[src/rtl/sub_pkg.sv]
// Shared types and defaults for the bit-serial subtractor.
package sub_pkg;

    typedef enum logic [1:0] {
        S_IDLE,
        S_SHIFT,
        S_DONE
    } sub_state_t;

    localparam int unsigned SUB_DEFAULT_WIDTH = 8;

endpackage : sub_pkg

[src/rtl/full_sub_cell.sv]
// Full subtractor built from two half subtractors and a borrow OR.
module full_sub_cell (
    input  logic i_x,
    input  logic i_y,
    input  logic i_bin,
    output logic o_d,
    output logic o_bout
);

    logic w_d1;
    logic w_b1;
    logic w_b2;

    half_sub_gate u_hs0 (
        .i_x    (i_x),
        .i_y    (i_y),
        .o_d    (w_d1),
        .o_bout (w_b1)
    );

    half_sub_gate u_hs1 (
        .i_x    (w_d1),
        .i_y    (i_bin),
        .o_d    (o_d),
        .o_bout (w_b2)
    );

    assign o_bout = w_b1 | w_b2;

endmodule : full_sub_cell

[src/rtl/half_sub_gate.sv]
// Half subtractor: d = x - y, borrow when y > x.
module half_sub_gate (
    input  logic i_x,
    input  logic i_y,
    output logic o_d,
    output logic o_bout
);

    assign o_d    = i_x ^ i_y;
    assign o_bout = ~i_x & i_y;

endmodule : half_sub_gate

[src/rtl/serial_subtractor.sv]
// Bit-serial unsigned subtractor, LSB first, one bit per clock with start/done handshake.
module serial_subtractor
    import sub_pkg::*;
#(
    parameter int unsigned WIDTH = SUB_DEFAULT_WIDTH
) (
    input  logic             clk,
    input  logic             rst,
    input  logic             start,
    input  logic [WIDTH-1:0] a,
    input  logic [WIDTH-1:0] b,
    output logic             ready,
    output logic             busy,
    output logic             done,
    output logic [WIDTH-1:0] diff,
    output logic             borrow_out
);

    localparam int unsigned CNT_W = $clog2(WIDTH + 1);

    sub_state_t       r_state;
    logic [CNT_W-1:0] r_count;
    logic [WIDTH-1:0] r_a_sr;
    logic [WIDTH-1:0] r_b_sr;
    logic [WIDTH-1:0] r_diff_sr;
    logic             r_borrow;
    logic             r_ready;
    logic             r_busy;
    logic             r_done;
    logic [WIDTH-1:0] r_diff;
    logic             r_borrow_out;

    logic             w_d;
    logic             w_bout;

    full_sub_cell u_cell (
        .i_x    (r_a_sr[0]),
        .i_y    (r_b_sr[0]),
        .i_bin  (r_borrow),
        .o_d    (w_d),
        .o_bout (w_bout)
    );

    // FSM, shift datapath and registered handshake/result outputs
    always_ff @(posedge clk) begin
        if (rst) begin
            r_state      <= S_IDLE;
            r_count      <= '0;
            r_a_sr       <= '0;
            r_b_sr       <= '0;
            r_diff_sr    <= '0;
            r_borrow     <= 1'b0;
            r_ready      <= 1'b1;
            r_busy       <= 1'b0;
            r_done       <= 1'b0;
            r_diff       <= '0;
            r_borrow_out <= 1'b0;
        end else begin
            r_done <= 1'b0;
            case (r_state)
                S_IDLE, S_DONE: begin
                    if (start) begin
                        r_a_sr    <= a;
                        r_b_sr    <= b;
                        r_diff_sr <= '0;
                        r_borrow  <= 1'b0;
                        r_count   <= '0;
                        r_ready   <= 1'b0;
                        r_busy    <= 1'b1;
                        r_state   <= S_SHIFT;
                    end else begin
                        r_state <= S_IDLE;
                    end
                end
                S_SHIFT: begin
                    r_a_sr    <= r_a_sr >> 1;
                    r_b_sr    <= r_b_sr >> 1;
                    r_diff_sr <= {w_d, r_diff_sr[WIDTH-1:1]};
                    r_borrow  <= w_bout;
                    r_count   <= r_count + CNT_W'(1);
                    // Last bit: publish the completed result as we enter DONE
                    if (r_count == CNT_W'(WIDTH - 1)) begin
                        r_state      <= S_DONE;
                        r_busy       <= 1'b0;
                        r_ready      <= 1'b1;
                        r_done       <= 1'b1;
                        r_diff       <= {w_d, r_diff_sr[WIDTH-1:1]};
                        r_borrow_out <= w_bout;
                    end
                end
                default: begin
                    r_state <= S_IDLE;
                    r_ready <= 1'b1;
                    r_busy  <= 1'b0;
                end
            endcase
        end
    end

    assign ready      = r_ready;
    assign busy       = r_busy;
    assign done       = r_done;
    assign diff       = r_diff;
    assign borrow_out = r_borrow_out;

endmodule : serial_subtractor

[config.mk]
export PLATFORM = sky130hd
export DESIGN_NAME = serial_subtractor
export DESIGN_NICKNAME = d
export VERILOG_FILES = /design/src/rtl/sub_pkg.sv /design/src/rtl/full_sub_cell.sv /design/src/rtl/half_sub_gate.sv /design/src/rtl/serial_subtractor.sv
export SDC_FILE = /design/constraint.sdc
export NUM_CORES = 1
export LEC_CHECK = 0
export CORE_MARGIN = 2
export CORE_UTILIZATION = 46
export CTS_CLUSTER_SIZE = 10
export DETAILED_ROUTE_END_ITERATION = 10
export PLACE_DENSITY = 0.74
export SYNTH_ARGS = -nofsm -noshare
export SYNTH_HDL_FRONTEND = slang
export SYNTH_SLANG_ARGS = --single-unit
[constraint.sdc]
create_clock -name clk -period 1.14 [get_ports clk]
set_input_delay 0.285 -clock clk [delete_from_list [all_inputs] [get_ports clk]]
set_output_delay 0.285 -clock clk [all_outputs]
set_load 0.005 [all_outputs]
After elaboration in Yosys (flattened, before gate mapping):

Cells that the tools add are included.

* eq/ne operators: 5
* reductions and logical operators: 7
* add/sub/neg operators: 1
* muxes and demuxes: 19
* bitwise operators: 8

Operators with widths (number)
* 8-bit one-hot mux with 2 select lines: 3
* 8-bit two-way mux: 3
* 4-bit one-hot mux with 2 select lines: 1
* 1-bit two-way mux: 6
* 1-bit one-hot mux with 2 select lines: 3
* 2-bit AND reduction: 3
* 4-bit by 1-bit adder with 4-bit output (second input constant): 1
* 4-bit by 3-bit == test with 1-bit output (second input constant): 1
* 4-bit two-way mux: 1
* 2-bit inequality test (second input constant): 2
* 2-bit one-hot mux with 2 select lines: 1
* 2-bit OR reduction: 2
* 1-bit inverter: 3
* 1-bit bitwise AND: 2
* 2-bit by 1-bit == test with 1-bit output (second input constant): 1
* 2-bit == test (second input constant): 1
* 2-bit zero test: 1
* 2-bit two-way mux: 1
* 2-bit nonzero test: 1
* 1-bit XOR: 2
* 1-bit OR: 1

* bits of input ports: 19
* register bits: 43
* output and inout port bits: 12

Logic depth before layout (Yosys ltp):

* depth after elaboration: 5
* gate-level depth with buffers: 5
* gate-level depth less buffers: 4

Cells and area by module:

From an unflattened synthesis, not the netlist that was laid out.

* cell total of the unflattened synthesis: 196
* area total of the unflattened synthesis: 1784.2 sq um

By module, submodules not included
* serial_subtractor: seq. area each 840.8 sq um, instances 1, cells an instance 189, area each 1737.9 sq um
* half_sub_gate: seq. area each 0.0 sq um, instances 2, cells an instance 3, area each 20.0 sq um
* full_sub_cell: seq. area each 0.0 sq um, instances 1, cells an instance 1, area each 6.3 sq um

Worst setup path after synthesis:

No wires, ideal clock.

* path kind: register to register
* from: register r_count[0]
* to: register r_borrow_out (netlist: borrow_out)
* setup slack: -64 ps
* path buffers: 1
* library setup time: 91 ps
* data required time: 1049 ps
* arrival: 1113 ps
* cell stages (with the launch flop): 6
* cell sequence: dfxtp_1 -> ha_1 -> and3b_1 -> buf_4 -> a21oi_1 -> a311oi_1

* longest elaborated chain between the ends: 2

Ends and longest elaborated chain
* from (decl): RTL line serial_subtractor.sv:22 `logic [CNT_W-1:0] r_count;`
* from (signal assigned): RTL line serial_subtractor.sv:80 `r_count <= r_count + CNT_W'(1);`
* 4-bit by 3-bit == test with 1-bit output: RTL line serial_subtractor.sv:82 `if (r_count == CNT_W'(WIDTH - 1)) begin`
* 2-bit AND reduction (no line)
* to (signal assigned): RTL line serial_subtractor.sv:88 `r_borrow_out <= w_bout;`
* to (decl): RTL line serial_subtractor.sv:31 `logic r_borrow_out;`

No other way between the ends.
A chain may end at the register's enable or synchronous reset.

Worst setup path after layout:

* from: register r_count[1]
* to: register r_busy (netlist: busy)

* longest elaborated chain between the ends: 3

Ends and longest elaborated chain
* 4-bit by 3-bit == test with 1-bit output: RTL line serial_subtractor.sv:82
* 2-bit inequality test (no line)
* 2-bit AND reduction (no line)
* to (signal assigned): RTL line serial_subtractor.sv:69 `r_busy <= 1'b1;`
* to (signal assigned): RTL line serial_subtractor.sv:84 `r_busy <= 1'b0;`
* to (signal assigned): RTL line serial_subtractor.sv:94 `r_busy <= 1'b0;`
* to (decl): RTL line serial_subtractor.sv:28 `logic r_busy;`

No other way between the ends.

==> summary.txt <==
outcome -> finished, violations left
failing checks -> negative setup slack
Num CTS Buffers -> 5
starting density of the core -> 47.1%
hpwl dp -> 2410 um
first-pass iteration count of the detailed router -> 4
Area after DPL -> 2130 um^2
Cells after DPL -> 272
Tot GR Track Use -> 19.6%
DIE HEIGHT -> 64.8 um
worst clock skew -> 0.00660 ns
post-synth top area share -> 49.5%
GRT overflow -> 0
worst setup margin -> -0.0879 ns
sequential share of the synthesized area -> 49.5%
critical path cell sequence -> ha_4 > and3b_2 > o21ai_1 > o211a_1
die area -> 4200 um^2
final net count -> 256
initial detailed-routing violation count -> 94
Setup crit end kind -> flip-flop
H-tree depth -> 2
antenna-violating nets left -> 0
Worst-Skew Late Latency -> 0.29 ns
Top delay family on crit path -> compound AO/OA/AOI/OAI gates
Worst EP arrival -> 1.47 ns
vias after detailed routing -> 1539
Main synth FF type -> dfxtp_1
Clock transition at path regs -> 0.08 ns
area of the multi-input gates -> 847 um^2
ant diodes -> 0
first-pass GRT wire length -> 6420 um
Final Critical Period -> 1.23 ns
layout cell share with drive strength beyond 1 -> 34.3%
Power, Total -> 3.16 mW
Yosys reg bits -> 42
max_cap viols -> 0
Finish-stage setup viols -> 15
leading cell types by count after synthesis -> dfxtp_1 (42), a21oi_1 (38), nand3_1 (34)
Crit Path Category -> flip-flop to flip-flop
DR vias/cell -> 5.42
static leakage -> 0.877 nW
Avg Inst Size Synth -> 8.85 um^2
Worst Path Max Fanout -> 5
Synth area leaders -> dfxtp_1 (49%), a21oi_1 (11%), nand3_1 (10%)
WP buf/inv -> 0
worst min path class -> flip-flop to flip-flop
die width -> 64.8 um
fraction of registers with async set or reset after synthesis -> 0%
area delta synth->final -> 42.9%
Peak VDD IR -> 1.16 mV
Top-Level Pins -> 31
WL/cell -> 14.0 um
startpoint types -> flip-flop
DRT Wirelength -> 3960 um
Syn Inst Count -> 192
vias in the first global route -> 1412
slew margin rel. -> 79.2%
RD Place Congestion -> 0.796
CP max stage cell -> dfxtp_2
CP peak stage delay -> 0.35 ns
Synth warnings -> 0
Final Cell Area -> 2430 um^2
Final Hold Fails -> 0
power per cell area -> 1300 nW/um^2
Post-synth EDFFs -> 0
Worst Max-Slew Pin Slew -> 0.312 ns
syn_nets -> 213
Storage cell area -> 863 um^2
dpl ws -> -0.362 ns
Filler cells -> 294
timing-limited maximum frequency -> 0.814 GHz
final std cells w/o fill -> 284
initial antenna violation count -> 0
Worst Path Required -> 1.38 ns
RSZ-0062 raised after global routing -> yes
CTS tree -> done
Final period util -> 108%
setup_tns -> -0.682 ns
largest net degree at the start of global routing -> 30
area of the mapped netlist -> 1700 um^2
Clock Path Buffers -> 2
Slew Limit Fails -> 0
# rows -> 22
leading area contributor after synthesis -> dfxtp_1
Unique masters post-synth -> 28
number of port buffers -> 30
most frequent cell after synthesis -> dfxtp_1
drt drc -> 0
CTS root buf -> clkbuf_8
Clock Sinks -> 42
Core Region -> 3610 um^2
-- sequential cells by signal, indices dropped and copies added (netlist names) --
signal	cells
ready	1
busy	1
r_state	2
r_borrow	1
done	1
r_b_sr	8
borrow_out	1
r_diff_sr	7
diff	8
r_a_sr	8
r_count	4
-- routing by layer --
metal	up-vias	global-route usage, %	wire length [um]
li1	771	-	-
met5	-	0	0
met3	9	5.03	114
met2	33	33.6	1990
met4	0	5.85	57
met1	726	24.0	1800
-- placed cells by master (no fill, tap or decap), types with 5 or more instances in the layout --
cell type,instances
dfxtp_1,26
dfxtp_2,15
o21ai_0,7
nand3_1,29
nand2_1,11
a22oi_1,6
buf_6,5
buf_4,17
a22oi_2,8
clkbuf_8,5
a21oi_1,33
nand3_2,5
a21oi_2,5
clkdlybuf4s15_1,10
clkdlybuf4s50_1,17
-- cell families after synthesis --
| group | after synthesis | synth area share, % |
|---|---|---|
| multiplexers | 2 | 1.55 |
| flip-flops | 42 | 49.5 |
| AO/OA/AOI/OAI | 64 | 21.9 |
| adder cells (fa/ha/maj) | 2 | 1.91 |
| AND/OR/NAND/NOR | 59 | 17.5 |
| buffers and inverters | 23 | 7.73 |
-- timing repair --
action / in CTS / in global routing
endpoints found under the setup margin: 43 / 41
buffers inserted: 0 / 1
hold endpoints to repair: 0 / 0
resized for setup: 56 / 21
hold buffers: 0 / 0
cloned: 1 / 2
pin swaps: 15 / 4
-- layout make-up --
cell class | count | area share (%)
Tap cell | 48 | 2.47
Sequential cell | 42 | 35.5
Clock inverter | 3 | 1.65
Multi-Input combinational cell | 127 | 34.9
Timing Repair Buffer | 56 | 22.2
Inverter | 3 | 0.464
Clock buffer | 5 | 2.83
-- where the power goes --
group / switching (mW) / internal, mW / leakage, nW
clock network: 0.501 / 0.644 / 0.0579
registers: 0.0403 / 1.52 / 0.349
logic: 0.224 / 0.231 / 0.470
-- through the flow --
step / util, % / hold slack (ns)
floorplan: - / 0.421
global placement: 59.1 / 0.454
detailed placement: 59.1 / 0.459
CTS: 64.6 / 0.464
global route: 67.3 / 0.478
finish: 67.3 / 0.462
-- worst paths after layout --
kind                           startpoint  slack (ns)            endpoint  cells after the start
hold / removal         ready$_SDFFE_PP1P_        0.46  ready$_SDFFE_PP1P_                      2
hold reg to reg        ready$_SDFFE_PP1P_        0.46  ready$_SDFFE_PP1P_                      2
setup / recovery  r_count[1]$_SDFFE_PP0P_       -0.09   busy$_SDFFE_PP0P_                      4
setup reg to reg  r_count[1]$_SDFFE_PP0P_       -0.09   busy$_SDFFE_PP0P_                      4
-- worst min-delay path, stage by stage (launching register included) --
cell     delay (ns)
dfxtp_2        0.33
a21oi_1        0.06
nand2_1        0.05
(Power assumes the default switching activity.)
